`config.mk`:
```
export PLATFORM = sky130hd
export DESIGN_NAME = instr_fetch_unit
export DESIGN_NICKNAME = d
export VERILOG_FILES = /design/src/rtl/instr_fetch_unit.sv
export SDC_FILE = /design/constraint.sdc
export NUM_CORES = 2
export LEC_CHECK = 0
export ABC_CLOCK_PERIOD_IN_PS = 3500
export CELL_PAD_IN_SITES_DETAIL_PLACEMENT = 0
export CELL_PAD_IN_SITES_GLOBAL_PLACEMENT = 1
export CORE_MARGIN = 2
export CORE_UTILIZATION = 50
export DETAILED_ROUTE_END_ITERATION = 10
export PLACE_DENSITY_LB_ADDON = 0.08
export SYNTH_ARGS = -nofsm -noshare
export SYNTH_HDL_FRONTEND = slang
export SYNTH_SLANG_ARGS = --single-unit
```
`constraint.sdc`:
```
create_clock -name clk -period 3.5 [get_ports clk]
set_clock_uncertainty 0.1 [all_clocks]
set_input_delay 0.7 -clock clk [delete_from_list [all_inputs] [get_ports clk]]
set_output_delay 0.7 -clock clk [all_outputs]
set_load 0.01 [all_outputs]
```
`src/rtl/instr_fetch_unit.sv`:
```
// Instruction fetch unit: writable instruction memory and jump-label table, PC, pre-decode,
// and a registered valid/ready output stage with branch redirect and HALT handling.
module instr_fetch_unit #(
  parameter int unsigned IMEM_DEPTH = 256,
  parameter int unsigned PC_W       = 16,
  parameter int unsigned RESET_PC   = 0
) (
  input  logic            clk,
  input  logic            rst_n,
  input  logic            start,
  input  logic [PC_W-1:0] start_pc,
  input  logic            prog_we,
  input  logic [PC_W-1:0] prog_addr,
  input  logic [7:0]      prog_data,
  input  logic            lbl_we,
  input  logic [3:0]      lbl_idx,
  input  logic [PC_W-1:0] lbl_data,
  input  logic            redirect,
  input  logic [PC_W-1:0] redirect_pc,
  input  logic            out_ready,
  output logic            out_valid,
  output logic [PC_W-1:0] pc_out,
  output logic [1:0]      format,
  output logic [3:0]      opcode,
  output logic [2:0]      reg1_i,
  output logic [2:0]      reg2_i,
  output logic [2:0]      reg_o,
  output logic [2:0]      imm,
  output logic            imm_flag,
  output logic [PC_W-1:0] jmp_loc,
  output logic            halted,
  output logic            fault
);

  localparam int unsigned AddrW = (IMEM_DEPTH > 1) ? $clog2(IMEM_DEPTH) : 1;
  localparam logic [PC_W:0] DepthExt = (PC_W + 1)'(IMEM_DEPTH);
  localparam logic [PC_W-1:0] ResetPc = PC_W'(RESET_PC);

  localparam logic [1:0] FmtC = 2'b00;
  localparam logic [1:0] FmtI = 2'b01;
  localparam logic [1:0] FmtM = 2'b10;
  localparam logic [1:0] FmtX = 2'b11;
  localparam logic [3:0] OpHalt = 4'hE;

  typedef enum logic [1:0] {StIdle, StFetch, StHalted} state_e;

  logic [7:0]      imem    [IMEM_DEPTH];
  logic [PC_W-1:0] lbl_mem [16];

  state_e          state_q, state_d;
  logic [PC_W-1:0] pc_q, pc_d;
  logic            valid_q, valid_d;
  logic [PC_W-1:0] pc_out_q, pc_out_d;
  logic            halted_q, halted_d;
  logic            fault_q, fault_d;
  logic            load_dec;

  logic [1:0]      format_q;
  logic [3:0]      opcode_q;
  logic [2:0]      reg1_q, reg2_q, rego_q, imm_q;
  logic            imm_flag_q;
  logic [PC_W-1:0] jmp_q;

  logic            fetch_in_range;
  logic [7:0]      fetch_instr;
  logic [1:0]      dec_format;
  logic [3:0]      dec_opcode;
  logic [2:0]      dec_reg1, dec_reg2, dec_rego;
  logic [PC_W-1:0] dec_jmp;

  logic wr_ok;
  assign wr_ok = (state_q != StFetch);

  // Storage is deliberately outside reset so programs survive a reset.
  always_ff @(posedge clk) begin
    if (prog_we && wr_ok && ({1'b0, prog_addr} < DepthExt)) begin
      imem[prog_addr[AddrW-1:0]] <= prog_data;
    end
    if (lbl_we && wr_ok) begin
      lbl_mem[lbl_idx] <= lbl_data;
    end
  end

  // Out-of-range fetches read as HALT so the core stops cleanly.
  assign fetch_in_range = ({1'b0, pc_q} < DepthExt);
  assign fetch_instr    = fetch_in_range ? imem[pc_q[AddrW-1:0]] : 8'hE0;
  assign dec_opcode     = fetch_instr[7:4];

  always_comb begin
    dec_format = FmtM;
    dec_reg1   = '0;
    dec_reg2   = '0;
    dec_rego   = '0;
    dec_jmp    = '0;
    case (dec_opcode)
      4'h2, 4'h4: dec_format = FmtC;
      4'h9, 4'hD: dec_format = FmtI;
      4'hE:       dec_format = FmtX;
      default:    dec_format = FmtM;
    endcase
    case (dec_format)
      FmtC: begin
        dec_rego = fetch_instr[0] ? 3'd3 : 3'd2;
        dec_jmp  = lbl_mem[fetch_instr[3:0]];
      end
      FmtI: begin
        dec_reg1 = fetch_instr[3:1];
        dec_reg2 = fetch_instr[3:1] + 3'd1;
        dec_rego = fetch_instr[3:1];
      end
      FmtM: begin
        if (dec_opcode == 4'h5) begin
          dec_reg1 = {1'b1, fetch_instr[1:0]};
          dec_rego = {1'b0, fetch_instr[3:2]};
        end else begin
          dec_reg1 = {1'b0, fetch_instr[3:2]};
          dec_reg2 = {1'b0, fetch_instr[3:2]} + 3'd1;
          dec_rego = {1'b1, fetch_instr[1:0]};
        end
        dec_jmp = lbl_mem[{2'b11, fetch_instr[1:0]}];
      end
      default: ;
    endcase
  end

  always_comb begin
    state_d  = state_q;
    pc_d     = pc_q;
    valid_d  = valid_q;
    pc_out_d = pc_out_q;
    halted_d = halted_q;
    fault_d  = fault_q;
    load_dec = 1'b0;
    case (state_q)
      StIdle: begin
        if (start) begin
          state_d = StFetch;
          pc_d    = start_pc;
        end
      end
      StFetch: begin
        if (redirect) begin
          pc_d    = redirect_pc;
          valid_d = 1'b0;
        end else if (valid_q && (opcode_q == OpHalt)) begin
          // HALT on display: no further fetch; retire only when accepted.
          if (out_ready) begin
            valid_d  = 1'b0;
            halted_d = 1'b1;
            state_d  = StHalted;
          end
        end else if (!valid_q || out_ready) begin
          load_dec = 1'b1;
          valid_d  = 1'b1;
          pc_out_d = pc_q;
          if (!fetch_in_range) begin
            fault_d = 1'b1;
          end
          if (dec_opcode != OpHalt) begin
            pc_d = pc_q + PC_W'(1);
          end
        end
      end
      StHalted: begin
        if (start) begin
          state_d  = StFetch;
          pc_d     = start_pc;
          halted_d = 1'b0;
          fault_d  = 1'b0;
        end
      end
      default: state_d = StIdle;
    endcase
  end

  always_ff @(posedge clk) begin
    if (!rst_n) begin
      state_q    <= StIdle;
      pc_q       <= ResetPc;
      valid_q    <= 1'b0;
      pc_out_q   <= '0;
      halted_q   <= 1'b0;
      fault_q    <= 1'b0;
      format_q   <= '0;
      opcode_q   <= '0;
      reg1_q     <= '0;
      reg2_q     <= '0;
      rego_q     <= '0;
      imm_q      <= '0;
      imm_flag_q <= 1'b0;
      jmp_q      <= '0;
    end else begin
      state_q  <= state_d;
      pc_q     <= pc_d;
      valid_q  <= valid_d;
      pc_out_q <= pc_out_d;
      halted_q <= halted_d;
      fault_q  <= fault_d;
      if (load_dec) begin
        format_q   <= dec_format;
        opcode_q   <= dec_opcode;
        reg1_q     <= dec_reg1;
        reg2_q     <= dec_reg2;
        rego_q     <= dec_rego;
        imm_q      <= fetch_instr[3:1];
        imm_flag_q <= fetch_instr[0];
        jmp_q      <= dec_jmp;
      end
    end
  end

  assign out_valid = valid_q;
  assign pc_out    = pc_out_q;
  assign format    = format_q;
  assign opcode    = opcode_q;
  assign reg1_i    = reg1_q;
  assign reg2_i    = reg2_q;
  assign reg_o     = rego_q;
  assign imm       = imm_q;
  assign imm_flag  = imm_flag_q;
  assign jmp_loc   = jmp_q;
  assign halted    = halted_q;
  assign fault     = fault_q;

endmodule

```
==> results.md <==
* Initial core utilization at 50.1%
* Largest net degree at the start of global routing at 117
* Clock Latency Late Sink at 0.90 ns
* Number of H-tree levels at 4
* Cts bufs inserted at 237
* Syn. warnings at 0
* Distinct cells, synth at 96
* Post-Route WL at 277000 um
* Mean post-synth cell area at 19.7 um^2
* Most common cell in the netlist: edfxtp_1
* Ys async rst share at 0%
* WP data required at 4.16 ns
* Fmax at 0.236 GHz
* Placed cell area at 0.107 mm^2
* Synthesized flop and latch total at 2384
* Tightest Pin Transition at 0.900 ns
* Vias per cell at 6.03
* Clock transition at the registers of the reported paths at 0.06 ns
* Slowest stage delay, CP at 0.53 ns
* DR vias at 53.0k
* Synth area leaders: edfxtp_1, mux4_2, mux2i_1
* Failing checks: negative setup slack
* FILL cells at 13.5k
* R2R Setup Slk at -0.74 ns
* Worst vdd ir at 0.575 mV
* Largest area contributor in the netlist: edfxtp_1
* WHS at 0.0667 ns
* Clk sinks at 2384
* Fin area at 0.118 mm^2
* Finish-stage setup viols at 55
* GRT Util Overall at 28.6%
* CP cell instances: buf_12 -> buf_16 -> buf_12 -> buf_16 -> buf_12 -> mux4_2 -> mux2i_4 -> buf_6 -> o32ai_1 -> o211ai_2 -> o211ai_4 -> buf_12 -> nand3_4 -> buf_12 -> buf_16 -> buf_6 -> mux2_4 -> a221oi_4 -> o21ai_2 -> nand2_1 -> a211oi_2
* GR Overflow Total at 0
* Clk buf depth at 3
* I/O pin count at 137
* Sequential share of the synthesized area at 74.5%
* Max-cap viol count at 0
* P per Cell Area at 559 mW/mm^2
* Overall power at 66.1 mW
* Hold depth at 1
* WP buf/inv at 10
* Core area at 0.190 mm^2
* GPL Wtd Cong at 0.894
* FF-to-FF path depth at 21
* Tmin final at 4.24 ns
* Critical path's slowest cell: mux4_2
* Worst path most repeated cell: buf_12
* # nets final at 6159
* Post-route ant nets at 0
* Root Driver: clkbuf_16
* Crit path kind: flop to flop
* DIE AREA at 0.194 mm^2
* Layout cells sized above 1 at 37.9%
* Cells after Synth at 4816
* Vias in the first global route at 52.4k
* DP Wirelength at 181000 um
* Outcome: finished, violations left
* Hold Fails Final Rpt at 0
* Final WS setup at -0.741 ns
* Endpoint type of the worst setup path: flop
* Area Growth Syn to Fin at 24.6%
* Synth top cells by count: edfxtp_1, mux4_2, nor2_1
* Syn_nets at 4902
* CP delay by family, top: buffers and inverters
* Port bufs at 136
* Crit-path max FO at 6
* First-pass GRT wire length at 391000 um
* Rel. slew slack at 39.8%
* Initial antenna violation count at 4
* Max Slew Vio Count at 0
* Hold_sp: prog_data[7]
* Worst r2r dst: jmp_loc[3]
* Period utilization at 121%
* Critical Path Start Type: flop
* Drt pass-1 iters at 5
* Wire per inst at 31.6 um
* Synth Cell Area at 0.0950 mm^2
* CTS tree: built
* Pleak at 39.5 nW
* Synth Flop Type: edfxtp_1
* TNS Setup at -31.47 ns
* Initial DRC count at 6004
* RSZ-0062 raised after global routing: yes
* Worst Hold Path EP: imem[176][7]
* Share of Yosys cell area claimed by the top area cell type at 72.8%
* Final core utilization at 62.4%
* # rows at 160
* Worst Hold Class: input port to flop
* EDFF count, synth at 2304
* Die H at 440 um
* Critical Path AT at 4.90 ns
* Residual DRC count at 0
* Chip width at 440 um
## layout make-up
type                    instances  area (um^2)  share of cell area (%)
repair buffers               1317        12800                    10.9
clock buffers                 278         6080                    5.14
multi-input cells            2121        23700                    20.1
inverters                      12         47.5                  0.0402
clock inverters               165         1680                    1.42
flip-flops and latches       2384        70800                    59.8
diodes                          1         2.50                 0.00211
well taps                    2511         3140                    2.65
## state kept, by name, indices dropped and copies added, names as in the netlist, named ones only
register   flops
out_valid      1
format         2
imm            3
fault          1
reg1_i         3
state_q        2
reg_o          3
lbl_mem      256
pc_out        16
halted         1
opcode         4
pc_q          16
imem        2048
reg2_i         3
jmp_loc       16
imm_flag       1
## per-stage QoR
stage,instances,setup slack (ns)
detailed placement,8186,-1.48
finish,8789,-0.741
CTS,8761,-0.802
floorplan,4816,-0.263
global placement,8186,-1.51
global route,8789,-0.846
## cells in the final DEF, fill, tap and decap left out, drive strengths merged, types with 7 or more instances in the layout
cell type,instances
a221oi,30
nand2b,19
a2111oi,17
nor2b,32
nor2,391
buf,1175
dfxtp,80
a31oi,7
and3,49
a21oi,109
o221ai,7
mux2i,243
a22oi,88
nor4,15
o22ai,27
a32oi,10
clkinvlp,15
mux2,51
nand3,52
bufinv,27
a211oi,40
xor2,9
clkbuf,287
clkinv,115
nor3,28
edfxtp,2304
and2,11
mux4,507
clkdlybuf4s50,128
nand4,22
a2bb2oi,11
nand2,185
inv,20
o21ai,59
o211ai,13
## cells by family after synthesis
| logic type | after synthesis | share of synthesized area [%] |
|---|---|---|
| mux | 801 | 15.4 |
| compound gates | 469 | 3.56 |
| fa+ha+maj | 3 | 0.0395 |
| xor+xnor | 15 | 0.138 |
| flops | 2384 | 74.5 |
| simple gates | 832 | 3.95 |
| buf+inv | 312 | 2.43 |
## how the worst max path moves through the flow
stage                        to  slack, ns  cells past startpoint
global route        jmp_loc[12]      -0.85                     21
CTS                 jmp_loc[10]      -0.80                     21
detailed placement  jmp_loc[14]      -1.48                     18
global placement    jmp_loc[14]      -1.51                     18
finish               jmp_loc[3]      -0.74                     21
floorplan            jmp_loc[4]      -0.26                     20
## repair_timing
item / CTS / global route
pin swaps: 86 / 107
gates resized for setup: 299 / 211
hold buffers: 0 / 0
setup endpoints to repair: 59 / 59
setup buffers: 122 / 40
cloned: 21 / 2
## worst reg2reg max path, cell delays in order, from the launching register on
cell and delay (ns):
dfxtp_4 0.36, buf_12 0.18, buf_16 0.21, buf_12 0.16
buf_16 0.13, buf_12 0.12, mux4_2 0.53, mux2i_4 0.21
buf_6 0.15, o32ai_1 0.09, o211ai_2 0.22, o211ai_4 0.11
buf_12 0.16, nand3_4 0.14, buf_12 0.14, buf_16 0.10
buf_6 0.09, mux2_4 0.31, a221oi_4 0.30, o21ai_2 0.16
nand2_1 0.12, a211oi_2 0.06
## where the power goes
group	leakage (nW)	total [mW]	switching, mW	internal [mW]
Sequential	21.4	31.4	0.0928	31.3
Clock	3.75	25.3	10.9	14.4
Combinational	14.3	9.36	5.05	4.32
## routing by layer
layer  track usage (%)  vias up  share of wire, %
met4              8.77        0               3.1
met5                 0        -                 0
met2              45.4     2347                48
li1                  -    22316                 -
met1              41.2    27946                41
met3              4.64      374               7.8
(Power assumes the default switching activity.)
